==> config.mk <==
export PLATFORM = sky130hd
export DESIGN_NAME = bcd_seq_subtractor
export DESIGN_NICKNAME = d
export VERILOG_FILES = /design/src/rtl/bcd_seq_subtractor.sv
export SDC_FILE = /design/constraint.sdc
export NUM_CORES = 1
export LEC_CHECK = 0
export CAP_MARGIN = 0
export CORE_MARGIN = 3
export CORE_UTILIZATION = 52
export CTS_BUF_LIST = sky130_fd_sc_hd__clkbuf_2 sky130_fd_sc_hd__clkbuf_4 sky130_fd_sc_hd__clkbuf_8
export DETAILED_ROUTE_END_ITERATION = 6
export PLACE_DENSITY = 0.86
export SLEW_MARGIN = 15
export SYNTH_ARGS = -nofsm -noshare
export SYNTH_HDL_FRONTEND = slang
export SYNTH_SLANG_ARGS = --single-unit
==> constraint.sdc <==
create_clock -name clk -period 3.5 [get_ports clk]
set_input_delay 0.525 -clock clk [delete_from_list [all_inputs] [get_ports clk]]
set_output_delay 0.525 -clock clk [all_outputs]
set_load 0.01 [all_outputs]
==> src/rtl/bcd_seq_subtractor.sv <==
// bcd_seq_subtractor
//
// Sequential multi-digit BCD subtractor: D = A - B - Bin modulo 10^NDIGITS.
// One decimal digit is resolved per clock, least-significant digit first.
// Operands arrive on a valid/ready handshake and the result leaves on a
// second one.
//
// Parameters:
//   NDIGITS   - number of BCD digits per operand (>= 1)
//
// Ports:
//   clk       - clock, all state changes on the rising edge
//   rst       - synchronous active-high reset
//   in_valid  - A, B and Bin are valid
//   in_ready  - block can accept operands (IDLE only)
//   A, B      - packed BCD minuend / subtrahend, digit i at [4i+3:4i]
//   Bin       - borrow-in
//   out_valid - D, Bout and err are valid (DONE only)
//   out_ready - consumer accepts the result
//   D         - packed BCD difference
//   Bout      - final borrow, 1 when A < B + Bin
//   err       - invalid-digit flag
//
// Build option:
//   BCD_SUB_CHECK_EN - when defined, operands holding any digit > 9 raise
//                      err for that operation and the result is forced to
//                      D = 0, Bout = 0. When undefined, err is tied to 0 and
//                      invalid digits go through the normal arithmetic.

module bcd_seq_subtractor #(
    parameter int NDIGITS = 4
) (
    input  logic                   clk,
    input  logic                   rst,
    input  logic                   in_valid,
    output logic                   in_ready,
    input  logic [4*NDIGITS-1:0]   A,
    input  logic [4*NDIGITS-1:0]   B,
    input  logic                   Bin,
    output logic                   out_valid,
    input  logic                   out_ready,
    output logic [4*NDIGITS-1:0]   D,
    output logic                   Bout,
    output logic                   err
);

    localparam int W     = 4 * NDIGITS;
    localparam int IDX_W = (NDIGITS > 1) ? $clog2(NDIGITS) : 1;
    localparam logic [IDX_W-1:0] LAST_IDX = IDX_W'(NDIGITS - 1);

    typedef enum logic [1:0] {
        IDLE = 2'd0,
        CALC = 2'd1,
        DONE = 2'd2
    } state_t;

    state_t state, state_nxt;

    logic [W-1:0]     a_r;
    logic [W-1:0]     b_r;
    logic [IDX_W-1:0] idx;
    logic             borrow;
    logic [W-1:0]     d_r;
    logic             bout_r;

    logic [3:0]       a_dig;
    logic [3:0]       b_dig;
    logic [3:0]       dig_val;
    logic             dig_borrow;
    logic [3:0]       dig_out;
    logic             bout_nxt;

    // One BCD digit of subtraction. Returns {borrow_out, digit}.
    // The difference is formed as a signed 6-bit value so that the full
    // range -16..15 (including non-BCD inputs) is represented exactly.
    function automatic logic [4:0] sub_digit(input logic [3:0] a,
                                             input logic [3:0] b,
                                             input logic       bi);
        logic signed [5:0] t;
        logic signed [5:0] tw;
        t  = $signed({2'b00, a}) - $signed({2'b00, b}) - $signed({5'b00000, bi});
        tw = t + 6'sd10;
        if (t < 0)
            return {1'b1, tw[3:0]};
        else
            return {1'b0, t[3:0]};
    endfunction

`ifdef BCD_SUB_CHECK_EN
    logic err_r;

    function automatic logic has_bad_digit(input logic [W-1:0] v);
        logic bad;
        bad = 1'b0;
        for (int i = 0; i < NDIGITS; i++) begin
            if (v[4*i +: 4] > 4'd9)
                bad = 1'b1;
        end
        return bad;
    endfunction
`endif

    // ---------------- state register ----------------
    always_ff @(posedge clk) begin
        if (rst)
            state <= IDLE;
        else
            state <= state_nxt;
    end

    always_comb begin
        state_nxt = state;
        case (state)
            IDLE:    if (in_valid)        state_nxt = CALC;
            CALC:    if (idx == LAST_IDX) state_nxt = DONE;
            DONE:    if (out_ready)       state_nxt = IDLE;
            default:                      state_nxt = IDLE;
        endcase
    end

    // ---------------- digit datapath ----------------
    always_comb begin
        a_dig = 4'(a_r >> {idx, 2'b00});
        b_dig = 4'(b_r >> {idx, 2'b00});
        {dig_borrow, dig_val} = sub_digit(a_dig, b_dig, borrow);
`ifdef BCD_SUB_CHECK_EN
        // A flagged operation still walks all digits but writes zeros.
        dig_out  = err_r ? 4'd0 : dig_val;
        bout_nxt = err_r ? 1'b0 : dig_borrow;
`else
        dig_out  = dig_val;
        bout_nxt = dig_borrow;
`endif
    end

    // Operand capture: plain data, loaded only on accept.
    always_ff @(posedge clk) begin
        if (state == IDLE && in_valid) begin
            a_r <= A;
            b_r <= B;
        end
    end

    // ---------------- control / result registers ----------------
    always_ff @(posedge clk) begin
        if (rst) begin
            idx    <= '0;
            borrow <= 1'b0;
            d_r    <= '0;
            bout_r <= 1'b0;
`ifdef BCD_SUB_CHECK_EN
            err_r  <= 1'b0;
`endif
        end else begin
            case (state)
                IDLE: begin
                    if (in_valid) begin
                        idx    <= '0;
                        borrow <= Bin;
`ifdef BCD_SUB_CHECK_EN
                        err_r  <= has_bad_digit(A) | has_bad_digit(B);
`endif
                    end
                end
                CALC: begin
                    for (int i = 0; i < NDIGITS; i++) begin
                        if (idx == IDX_W'(i))
                            d_r[4*i +: 4] <= dig_out;
                    end
                    borrow <= dig_borrow;
                    // idx stops at the last digit instead of wrapping.
                    if (idx == LAST_IDX)
                        bout_r <= bout_nxt;
                    else
                        idx <= idx + 1'b1;
                end
                default: ;
            endcase
        end
    end

    assign in_ready  = (state == IDLE);
    assign out_valid = (state == DONE);
    assign D         = d_r;
    assign Bout      = bout_r;
`ifdef BCD_SUB_CHECK_EN
    assign err       = err_r;
`else
    assign err       = 1'b0;
`endif

endmodule

==> impl_metrics.yaml, run 1 <==
status:
  outcome: "finished, final reports clean"
hold_path:
  worstHoldPathType: "reg -> reg"
  hold_path_depth: 2
layout:
  area_growth_syn_to_layout_pct: 27.4
  n_fill_cell: 325
  final_design_area_excluding_fillers_mm2: 0.00324
  final_net_count: 315
  antenna_cells_inserted: 0
  sequential_cell_area_mm2: 0.00140
  multi_input_comb_area_mm2: 0.00106
  layout_cell_share_with_drive_strength_beyond_1_pct: 10.1
global_routing:
  wire_length_of_the_first_global_routing_pass_um: 8780
  grt_use_total_pct: 18.8
  antenna_found_initial: 0
  global_route.overflow_total: 0
  grt_max_degree: 33
  grt_pass1_vias: 1876
routing:
  drt-pass1-iter-count: 5
  post-route-drc-count: 0
  vias: 1851
  final_antenna_net_count: 0
  routed_via_density: 5.58
  detail_route.iter0.violations: 159
  drt_wl_total_um: 5260
  mean_routed_wirelength_per_cell_um: 15.9
worst_setup_path:
  worstRegToRegCells: 11
  timing.critical_path.to_type: "flip-flop"
  setup.worst_path.class: "reg -> reg"
  timing.critical_path.fanout_max: 8
  cp.arrival_ps: 3440
  critPathLaunchType: "flip-flop"
  worst-endpoint-required_ps: 3730
timing:
  timing.fmax_mhz: 311
  finalWorstSetupSlack_ps: 287
  finalMaxSlewViolations: 0
  final-hold-violation-count: 0
  timing_worst_slew_pin_value_ps: 617
  unrepaired_setup_endpoints_after_global_routing: "no"
  final_period_minus_worst_setup_slack_ps: 3210
  finalSetupTns_ps: 0
  fin_skew_ps: 9.32
  finalHoldWorstSlack_ps: 469
  min_period_over_period_pct: 91.8
  report.final.setup_viol: 0
  maxSlewHeadroom_pct: 58.8
die:
  die_width_um: 76.0
  die_height_um: 76.0
  row_count: 24
  fp.coreArea_mm2: 0.00453
  die_area_mm2: 0.00577
  number_of_top_level_pins: 57
  initial_utilization_pct: 56.2
clocking:
  cts.sinks: 54
  cts-root-buf: "clkbuf_8"
  clkSlewWorstSetupHoldPaths_ps: 90
  cts_tree: "built"
  cts_inserted_buffers: 5
  postCtsHoldBufs: 0
  worstSkewPairLatency_ps: 300
  htree_levels: 2
  cts-root-to-sink-buffers: 2
synthesis:
  synth_top_area_share_pct: 37.7
  synth_edf_count: 32
  synth_cell_types: 42
  synth.yosys.seq_area_share_pct: 55.0
  post_synth_inst_count: 210
  synth_top_area_cell: "edfxtp_1"
  postSynthNetCount: 259
  netlist_area_mm2: 0.00255
  synth-async-reset-ratio_pct: 0
  syn_avg_cell_area_um2: 12.1
  synth-seq-cells: 54
  ys_top_cells_by_area: "edfxtp_1, dfxtp_1, mux4_2, ha_1, nor2_1"
  synth-warning-count: 0
  yosys_most_used_dff: "edfxtp_1"
pwr:
  power_per_cell_area_mw_per_mm2: 432
  p_leak_nw: 1.19
  maximum_vdd_drop_uv: 236
  total_power_mw: 1.40
placement:
  placement.io_buffers: 55
  placedInstanceArea_mm2: 0.00316
  detailedPlace.worstSlack_ps: 178
  dpl.hpwl_um: 4010
  finalWeightedCongestion: 0.872
run:
  cap_viol_max_count: 0
==> through the flow <==
step	instances	util, %
6_report	332	71.5
5_1_grt	332	71.5
4_1_cts	332	71.5
3_5_place_dp	324	69.7
3_3_place_gp	324	69.7
2_1_floorplan	210	-
==> sequential cells by signal, summed over array words and instances (netlist names) <==
register / count
D: 16
a_r: 16
b_r: 16
idx: 2
state: 2
Bout: 1
borrow: 1
==> repair_timing <==
action | CTS | global route
resized for setup | 0 | 1
setup buffers | 0 | 0
setup endpoints to repair | 0 | 4
==> layout make-up <==
cell class,instances,share of cell area [%]
inverter,11,1.27
timing repair buffer,59,17.9
sequential,54,43.2
multi-input combinational,135,32.6
clock inverter,3,0.347
tap,65,2.51
clock buffer,5,2.12
==> layer usage <==
layer / share of wire (%) / up-vias / global-route usage (%)
met5: 0 / - / 0
met4: 1.4 / 0 / 5.80
met3: 4.9 / 9 / 4.49
met2: 51 / 62 / 33.5
met1: 42 / 896 / 22.6
li1: - / 884 / -
==> worst max-delay path: stages, from the launching register on <==
cell and delay [ps]:
dfxtp_2 410, buf_4 210, mux4_2 530, inv_1 100, fa_1 440, ha_1 230, xnor2_1 320, ha_1 250
and3_2 170, a21oi_1 60, or3_1 340, o211ai_1 90
==> path summary, 6_finish.rpt <==
check             startpoint    end  slack [ps]
hold reg to reg        D[14]  D[14]         470
hold / removal         D[14]  D[14]         470
setup reg to reg      idx[0]  D[11]         290
setup / recovery      idx[0]  D[11]         290
==> Yosys cell counts, types with 2 or more instances <==
library cell   n
clkbuf_1       5
nand3_1       12
edfxtp_1      32
inv_1         11
o31ai_1        4
ha_1          11
mux2i_1        5
a21oi_1       12
a22oi_1        2
nor4_1         4
and3_2         2
a32oi_1        4
o211ai_1       5
or3_1          5
nor2_1        23
nand4_1        4
mux4_2         8
nand2_1       12
o21ai_0        2
buf_2          4
dfxtp_1       22
==> logic make-up after synthesis <==
kind of cell               after synthesis  synth area share, %
muxes                                   15                 10.4
adders and majority gates               12                 6.19
xor gates and xnor gates                 3                 1.33
and+or+nand+nor                         71                 14.3
DFF                                     54                 55.0
other                                    1                0.147
AOI/OAI and AO/OA                       33                 9.24
buffers and inverters                   21                 3.44
==> cell usage in the layout (no fill, tap or decap), drive strengths merged, types with 5 or more instances in the layout <==
cell type	instances
a21oi	13
clkbuf	5
clkdlybuf4s50	55
dfxtp	22
edfxtp	32
ha	11
inv	11
mux2i	6
mux4	8
nand2	12
nand3	12
nor2	23
o211ai	5
or3	5
==> power by group <==
group / internal [mW] / switching [mW] / total (mW)
registers: 0.713 / 0.0175 / 0.731
clock network: 0.134 / 0.188 / 0.322
logic: 0.156 / 0.193 / 0.349
Note: power is estimated with default switching activity, not from simulation.
==> run 2, diff against run 1 <==
- PLACE_DENSITY: 0.86 -> 0.82
==> impl_metrics.yaml, run 2 (same netlist as run 1, synthesis figures left out) <==
routing:
  post-route-drc-count: 0
  detail_route.iter0.violations: 139
  final_antenna_net_count: 0
  routed_via_density: 5.30
  drt_wl_total_um: 5130
  drt-pass1-iter-count: 4
  mean_routed_wirelength_per_cell_um: 15.4
  vias: 1760
hold_path:
  worstHoldPathType: "reg -> reg"
pwr:
  share_comb_of_total_power_pct: 24.1
  p_leak_nw: 1.20
  switching_power_uw: 393
  maximum_vdd_drop_uv: 306
  intPower_mw: 1.04
  power_per_cell_area_mw_per_mm2: 439
  p_seq_share_pct: 51.1
  swShare_pct: 27.5
  clock_power_share_pct: 24.8
global_routing:
  grt_max_degree: 33
  global_route.overflow_total: 0
  wire_length_of_the_first_global_routing_pass_um: 8570
  antenna_found_initial: 0
  grt_pass1_vias: 1807
  grt_use_total_pct: 18.5
worst_setup_path:
  crit_slowest_cell: "mux4_2"
  timing.critical_path.to_type: "flip-flop"
  cp.arrival_ps: 3400
  critPathLaunchType: "flip-flop"
  timing.critical_path.cells: "buf_4 > mux4_2 > inv_1 > fa_1 > ha_1 > xnor2_1 > ha_1 > and3_2 > a21oi_1 > or3_1 > o211ai_1"
  worst-endpoint-required_ps: 3720
  worstPathBufferInverterCount: 2
  timing.critical_path.fanout_max: 8
  crit_path_max_incr_delay_ps: 530
  timing.critical_path.mode_cell: "ha_1"
  cp_top_family: "adder cells"
  setup.worst_path.class: "reg -> reg"
clocking:
  htree_levels: 2
  clkSlewWorstSetupHoldPaths_ps: 90
  cts_setup_buffers: 0
  postCtsHoldBufs: 0
  cts.sinks: 54
  cts_tree: "built"
  cts-root-buf: "clkbuf_8"
  worstSkewPairLatency_ps: 300
  cts-root-to-sink-buffers: 2
  cts_inserted_buffers: 5
placement:
  placedInstanceArea_mm2: 0.00316
  finalWeightedCongestion: 0.884
  dp.cells: 324
  placement.io_buffers: 55
  dpl.hpwl_um: 4050
timing:
  unrepaired_setup_endpoints_after_global_routing: "no"
  timing.fmax_mhz: 315
  final-hold-violation-count: 0
  finalHoldWorstSlack_ps: 468
  final_period_minus_worst_setup_slack_ps: 3170
  finalMaxSlewViolations: 0
  min_period_over_period_pct: 90.6
  report.final.setup_viol: 0
  finalSetupTns_ps: 0
  maxSlewHeadroom_pct: 59.2
  fin_skew_ps: 7.63
  timing_worst_slew_pin_value_ps: 611
layout:
  final_design_area_excluding_fillers_mm2: 0.00326
  multi_input_comb_area_mm2: 0.00106
  sequential_cell_area_mm2: 0.00140
  most-common-layout-cells: "clkdlybuf4s50_1, edfxtp_1, nor2_1"
  post_layout_nonfiller_instances: 332
  antenna_cells_inserted: 0
  final_common_cell: "clkdlybuf4s50_1"
  area_growth_syn_to_layout_pct: 28.0
  finish.utilization_pct: 71.9
  layout_cell_share_with_drive_strength_beyond_1_pct: 11.2
  n_fill_cell: 322
  final_net_count: 315
run:
  cap_viol_max_count: 0
die:
  die_area_mm2: 0.00577
  row_count: 24
  die_width_um: 76.0
  fp.coreArea_mm2: 0.00453
  initial_utilization_pct: 56.2
  number_of_top_level_pins: 57
  die_height_um: 76.0
status:
  outcome: "finished, final reports clean"
==> run 2: worst paths after layout <==
kind / start / endpoint / slack [ps] / cells past startpoint
setup / recovery: idx[0] / D[7] / 330 / 11
hold / removal: D[10] / D[10] / 470 / 2
setup reg to reg: idx[0] / D[7] / 330 / 11
hold reg to reg: D[10] / D[10] / 470 / 2
==> run 2: final cells by class <==
| cell class | count | share of cell area, % |
|---|---|---|
| clock inverters | 1 | 0.154 |
| inverters | 11 | 1.27 |
| well taps | 65 | 2.50 |
| flip-flops and latches | 54 | 43.0 |
| multi-input cells | 135 | 32.5 |
| repair buffers | 59 | 17.8 |
| clock buffers | 7 | 2.76 |
==> run 2: metrics by stage <==
stage                     power (mW)  setup slack (ps)
after floorplan                0.967               288
after global placement          1.08               325
after detailed placement        1.09               199
after CTS                       1.44               178
after global routing            1.51              97.3
final                           1.43               327
==> run 2: worst register-to-register path, cell delays in order (launching register included) <==
cell      delay [ps]
dfxtp_2          410
buf_4            210
mux4_2           530
inv_1            100
fa_1             440
ha_1             220
xnor2_1          300
ha_1             240
and3_2           170
a21oi_1           50
or3_1            330
o211ai_1          90
==> run 2: power groups by stage <==
stage	Combinational (mW)	Sequential, mW	Clock [mW]
after detailed placement	0.344	0.746	0
after CTS	0.345	0.732	0.364
after floorplan	0.223	0.744	0
final	0.344	0.731	0.354
after global routing	0.378	0.736	0.396
after global placement	0.334	0.744	0
==> run 2: layer usage <==
layer / global-route usage [%] / share of wire, % / vias to the layer above
li1: - / - / 888
met1: 22.9 / 43 / 813
met2: 32.9 / 51 / 53
met3: 3.55 / 4.4 / 6
met4: 5.25 / 1.2 / 0
met5: 0 / 0 / -
==> run 2: timing repair <==
| item | in CTS | in global routing |
|---|---|---|
| endpoints found under the hold margin | 0 | 0 |
| setup endpoints to repair | 0 | 4 |
| resized for setup | 0 | 1 |
